==> config.mk <==
export PLATFORM = sky130hd
export DESIGN_NAME = sync_counter_param
export DESIGN_NICKNAME = d
export VERILOG_FILES = /design/src/rtl/counter_pkg.sv /design/src/rtl/step_sync_edge.sv /design/src/rtl/sync_counter_param.sv
export SDC_FILE = /design/constraint.sdc
export NUM_CORES = 1
export LEC_CHECK = 0
export BUFFER_PORTS_ARGS = -buffer_cell sky130_fd_sc_hd__clkbuf_2
export CAP_MARGIN = 20
export CORE_ASPECT_RATIO = 1.2
export CORE_MARGIN = 2
export CORE_UTILIZATION = 35
export DETAILED_ROUTE_END_ITERATION = 8
export HOLD_SLACK_MARGIN = 0.08
export SETUP_SLACK_MARGIN = 0.02
export SYNTH_ARGS = -nofsm -noshare
export SYNTH_HDL_FRONTEND = slang
export SYNTH_HIERARCHICAL = 1
export SYNTH_SLANG_ARGS = --single-unit
==> constraint.sdc <==
create_clock -name CLK100MHZ -period 1.59 [get_ports CLK100MHZ]
set_input_delay 0.0795 -clock CLK100MHZ [delete_from_list [all_inputs] [get_ports CLK100MHZ]]
set_output_delay 0.0795 -clock CLK100MHZ [all_outputs]
set_load 0.01 [all_outputs]
==> src/rtl/counter_pkg.sv <==
// Shared definitions for sync_counter_param: direction encodings, load clamping
// and the MODULUS legality check used at elaboration.
package counter_pkg;

  localparam logic DIR_UP   = 1'b1;
  localparam logic DIR_DOWN = 1'b0;

  function automatic longint unsigned clamp_load(input longint unsigned val,
                                                 input longint unsigned modulus);
    return (val >= modulus) ? (modulus - 64'd1) : val;
  endfunction

  function automatic bit modulus_legal(input int width, input longint modulus);
    return (modulus >= 2) && (modulus <= (longint'(1) << width));
  endfunction

endpackage

==> src/rtl/step_sync_edge.sv <==
// Two-flop synchroniser plus rising-edge detector for an asynchronous STEP input;
// pulse is high for one cycle per rising edge of din.
module step_sync_edge (
  input  logic CLK100MHZ,
  input  logic RST,
  input  logic din,
  output logic pulse
);

  logic sync1_q, sync2_q, prev_q;

  always_ff @(posedge CLK100MHZ) begin
    if (RST) begin
      sync1_q <= 1'b0;
      sync2_q <= 1'b0;
      prev_q  <= 1'b0;
    end else begin
      sync1_q <= din;
      sync2_q <= sync1_q;
      prev_q  <= sync2_q;
    end
  end

  assign pulse = sync2_q & ~prev_q;

endmodule

==> src/rtl/sync_counter_param.sv <==
// Parametrised up/down counter with load, wrap/saturate and TC/WRAP flags.
// Define STEP_EDGE_DETECT_EN to treat STEP as an asynchronous edge-counted input.
module sync_counter_param
  import counter_pkg::*;
#(
  parameter int WIDTH    = 8,
  parameter int MODULUS  = 256,
  parameter bit SATURATE = 1'b0
) (
  input  logic             CLK100MHZ,
  input  logic             RST,
  input  logic             EN,
  input  logic             STEP,
  input  logic             UP_DN,
  input  logic             LOAD,
  input  logic [WIDTH-1:0] LOAD_VAL,
  output logic [WIDTH-1:0] COUNT,
  output logic             TC,
  output logic             WRAP
);

  if (!modulus_legal(WIDTH, longint'(MODULUS))) begin : g_bad_modulus
    $error("sync_counter_param: MODULUS must satisfy 2 <= MODULUS <= 2**WIDTH");
  end

  // One extra bit so MODULUS-1 and +1 are representable when MODULUS == 2**WIDTH
  localparam logic [WIDTH:0] MAX_C = (WIDTH+1)'(MODULUS - 1);

  logic [WIDTH-1:0] count_q, count_d;
  logic             wrap_q, wrap_d;
  logic [WIDTH:0]   countExt;
  logic [WIDTH-1:0] loadClamped;
  logic             stepEvent;
  logic             tick;

`ifdef STEP_EDGE_DETECT_EN
  step_sync_edge u_step_sync_edge (
    .CLK100MHZ (CLK100MHZ),
    .RST       (RST),
    .din       (STEP),
    .pulse     (stepEvent)
  );
`else
  assign stepEvent = STEP;
`endif

  assign tick        = EN & stepEvent;
  assign countExt    = {1'b0, count_q};
  assign loadClamped = WIDTH'(clamp_load(64'(LOAD_VAL), 64'(MODULUS)));

  always_comb begin
    count_d = count_q;
    wrap_d  = 1'b0;
    if (LOAD) begin
      count_d = loadClamped;
    end else if (tick) begin
      if (UP_DN == DIR_UP) begin
        if (countExt == MAX_C) begin
          wrap_d = 1'b1;
          if (!SATURATE) count_d = '0;
        end else begin
          count_d = WIDTH'(countExt + 1'b1);
        end
      end else begin
        if (countExt == '0) begin
          wrap_d = 1'b1;
          if (!SATURATE) count_d = MAX_C[WIDTH-1:0];
        end else begin
          count_d = WIDTH'(countExt - 1'b1);
        end
      end
    end
  end

  always_ff @(posedge CLK100MHZ) begin
    if (RST) begin
      count_q <= '0;
      wrap_q  <= 1'b0;
    end else begin
      count_q <= count_d;
      wrap_q  <= wrap_d;
    end
  end

  assign COUNT = count_q;
  assign WRAP  = wrap_q;
  assign TC    = ((UP_DN == DIR_UP)   && (countExt == MAX_C)) ||
                 ((UP_DN == DIR_DOWN) && (countExt == '0));

endmodule

==> flow_summary.json <==
{
  "power-per-cell-area_nw_per_um2": 678,
  "post_detailed_route_wirelength_per_cell_um": 15.6,
  "path_max_fanout": 7,
  "number_of_global_route_vias_before_repair": 970,
  "drive_gt1_share_pct": 44.6,
  "cts.htree.levels": 1,
  "synth.yosys.seq_area_share_pct": 21.9,
  "setup_viol": 1,
  "run_status": "complete, but fails checks",
  "full_die_area_um2": 2760,
  "die_height_um": 57.1,
  "top_layer_used_by_detailed_routing": "met4",
  "violations": "negative setup slack",
  "clock_insertion_delay_worst_skew_ns": 0.28,
  "portBuffers": 23,
  "grt_resource_usage_total_pct": 22.6,
  "cts_max_path_buffers": 2,
  "cts_tree": "done",
  "library_cell_contributing_the_largest_single_delay_on_the_critical_path": "dfxtp_4",
  "num_antenna_cells": 0,
  "setup_slack_ns": -0.0232,
  "final_min_period_over_clock_period_pct": 101,
  "floorplan_row_count": 19,
  "synth-edff-count": 0,
  "gp_congestion": 0.927,
  "number_of_max_capacitance_violations_reported": 0,
  "fin_skew_ns": 0.00172,
  "ys_types": 44,
  "max_stage_delay_ns": 0.36,
  "detailedPlace.worstSlack_ns": 0.0672,
  "tritoncts_num_sinks": 9,
  "timing.critical_path.max_delay_family": "simple AND/OR/NAND/NOR gates",
  "cts_made_buffers": 3,
  "ys_ff_latch": 9,
  "grt_first_pass_wirelength_um": 4400,
  "hold_class": "input port to flip-flop",
  "die_x_um": 48.3,
  "synth.avg_cell_area_um2": 7.42,
  "syn_area_um2": 823,
  "critical_path_arrival_ns": 1.53,
  "cts.root.buffer_cell": "clkbuf_4",
  "final_nets": 166,
  "detailroute.via_count": 1007,
  "area_delta_synth_final_pct": 48.2,
  "met3_length_um": 201,
  "crit_path_end_kind": "output pin",
  "nFillCells": 222,
  "viasPerCell": 5.63,
  "max_slew_margin_pct": 74.0,
  "max_clock_freq_mhz": 620,
  "globalRouteOverflowTotal": 0,
  "worst_setup_hold_path_clk_slew_ns": 0.07,
  "syn_inst": 111,
  "final_max_slew_viol_count": 0,
  "yosys_warnings": 6,
  "drcViolationCount": 0,
  "m1WireLength_um": 1110,
  "critical_path.startpoint_type": "flip-flop",
  "cp_data_required_time_ns": 1.51,
  "synthesis.nets": 128,
  "ioPinCount": 24,
  "synthFlopType": "dfxtp_1",
  "final-hold-violation-count": 0,
  "initialDrtViolationCount": 43,
  "worst_ir_drop_vdd_mv": 0.373,
  "coreArea_um2": 2260,
  "period_minus_slack_ns": 1.61,
  "fin_setup_tns_ns": -0.0232,
  "rsz0062_at_grt": "true",
  "ys_async_sr_fraction_pct": 0,
  "power_leakage_nw": 0.522,
  "met2_wirelength_um": 1460,
  "starting_density_of_the_core_pct": 36.5,
  "layout_common_cells": "22 x clkbuf_2, 13 x buf_4, 12 x nand2_1, 10 x a21oi_1, 9 x inv_1",
  "cp_num_buf_inv": 2,
  "drt_pre_antenna_iters": 5,
  "antenna_violations_before_repair": 0,
  "mostFrequentLayoutCell": "clkbuf_2",
  "critical_path.cell_chain": "buf_12 > nor4b_4 > and2_4 > or2_1 > buf_2",
  "timing_worst_slew_pin_value_ns": 0.386,
  "post_dp_hpwl_um": 1830,
  "ant_nets": 0,
  "route.final.wire_length_um": 2790,
  "postCtsHoldBufs": 0,
  "grt_max_degree": 16,
  "critical_path_class": "flip-flop to output pin"
}
-- what timing repair did --
action | 4_1_cts | 5_1_grt
pin swaps | 2 | 4
endpoints found under the setup margin | 1 | 5
gates resized for setup | 18 | 9
buffers inserted | 4 | 2
-- routing by layer --
| metal | global-route usage, % | vias to the layer above |
|---|---|---|
| li1 | - | 480 |
| met3 | 3.16 | 2 |
| met1 | 27.5 | 479 |
| met2 | 35.0 | 46 |
| met4 | 15.1 | 0 |
| met5 | 0 | - |
-- synthesized netlist by cell type (2+ instances only) --
| cell | count | area share (%) |
|---|---|---|
| ha_1 | 3 | 4.6 |
| a31oi_1 | 2 | 1.5 |
| o21a_1 | 2 | 1.8 |
| mux2i_1 | 2 | 2.4 |
| buf_2 | 3 | 1.8 |
| nand3_1 | 3 | 1.8 |
| o21ai_0 | 5 | 3.0 |
| inv_1 | 11 | 5.0 |
| xnor2_1 | 3 | 3.2 |
| nor2_1 | 3 | 1.4 |
| nor2b_1 | 2 | 1.5 |
| clkbuf_1 | 2 | 0.91 |
| a21oi_1 | 12 | 7.3 |
| or3_1 | 2 | 1.5 |
| o31ai_1 | 2 | 1.8 |
| nand2b_1 | 3 | 2.3 |
| nand3b_1 | 2 | 1.8 |
| dfxtp_1 | 9 | 22 |
| a221oi_1 | 3 | 3.2 |
| a21o_1 | 2 | 1.8 |
| nand2_1 | 12 | 5.5 |
-- kinds of logic (layout without fill, tap and decap cells) --
| group | count (synthesis) | in the layout | share of synthesized area (%) |
|---|---|---|---|
| AO/OA/AOI/OAI | 37 | 37 | 29.5 |
| XOR/XNOR | 3 | 3 | 3.19 |
| adder cells (fa/ha/maj) | 3 | 3 | 4.56 |
| buffers and inverters | 17 | 54 | 8.66 |
| flip-flops | 9 | 9 | 21.9 |
| multiplexers | 2 | 2 | 2.43 |
| AND/OR/NAND/NOR | 40 | 40 | 29.8 |
-- worst paths after layout --
check                                           start               endpoint  slack (ns)  cells past startpoint
worst max-delay path            COUNT[2]$_SDFFE_PP0P_                     TC       -0.02                      5
worst min-delay path                      LOAD_VAL[0]  COUNT[0]$_SDFFE_PP0P_        0.11                      3
worst max register to register  COUNT[0]$_SDFFE_PP0P_  COUNT[6]$_SDFFE_PP0P_        0.05                      6
worst min register to register  COUNT[6]$_SDFFE_PP0P_  COUNT[6]$_SDFFE_PP0P_        0.64                      2
-- worst reg2reg max path, delay by kind of cell (launching register included) --
family	cells	cell delay, ns
AO/OA/AOI/OAI	2	0.24
multiplexers	1	0.20
AND/OR/NAND/NOR	1	0.39
flip-flops	1	0.34
buffers and inverters	1	0.08
adder cells (fa/ha/maj)	1	0.17
-- power by group --
group / switching [W] / leakage (nW) / internal [W] / total (W)
Clock: 0.000105 / 0.0150 / 0.0000976 / 0.000203
Sequential: 0.0000360 / 0.0765 / 0.000245 / 0.000281
Combinational: 0.000172 / 0.431 / 0.000172 / 0.000343
-- registers in the layout (all words and copies together), names as in the netlist --
register / cells
COUNT: 8
WRAP: 1
-- layout make-up --
| class | instances | area, um2 | share of cell area, % |
|---|---|---|---|
| multi-input cells | 85 | 668 | 54.8 |
| repair buffers | 39 | 255 | 20.9 |
| inverters | 11 | 41.3 | 3.38 |
| flip-flops and latches | 9 | 190 | 15.6 |
| clock buffers | 4 | 26.3 | 2.15 |
| well taps | 31 | 38.8 | 3.18 |
-- stage by stage --
stage	total power, W	cells	hold slack, ns	util, %	instance area [um2]
finish	0.000827	179	0.111	54.0	1220
global route	0.000875	179	0.145	54.0	1220
CTS	0.000795	177	0.118	51.7	1170
detailed placement	0.000552	169	0.401	45.9	1040
global placement	0.000551	169	0.382	45.9	1040
floorplan	0.000447	111	0.260	-	826
(Power assumes the default switching activity.)
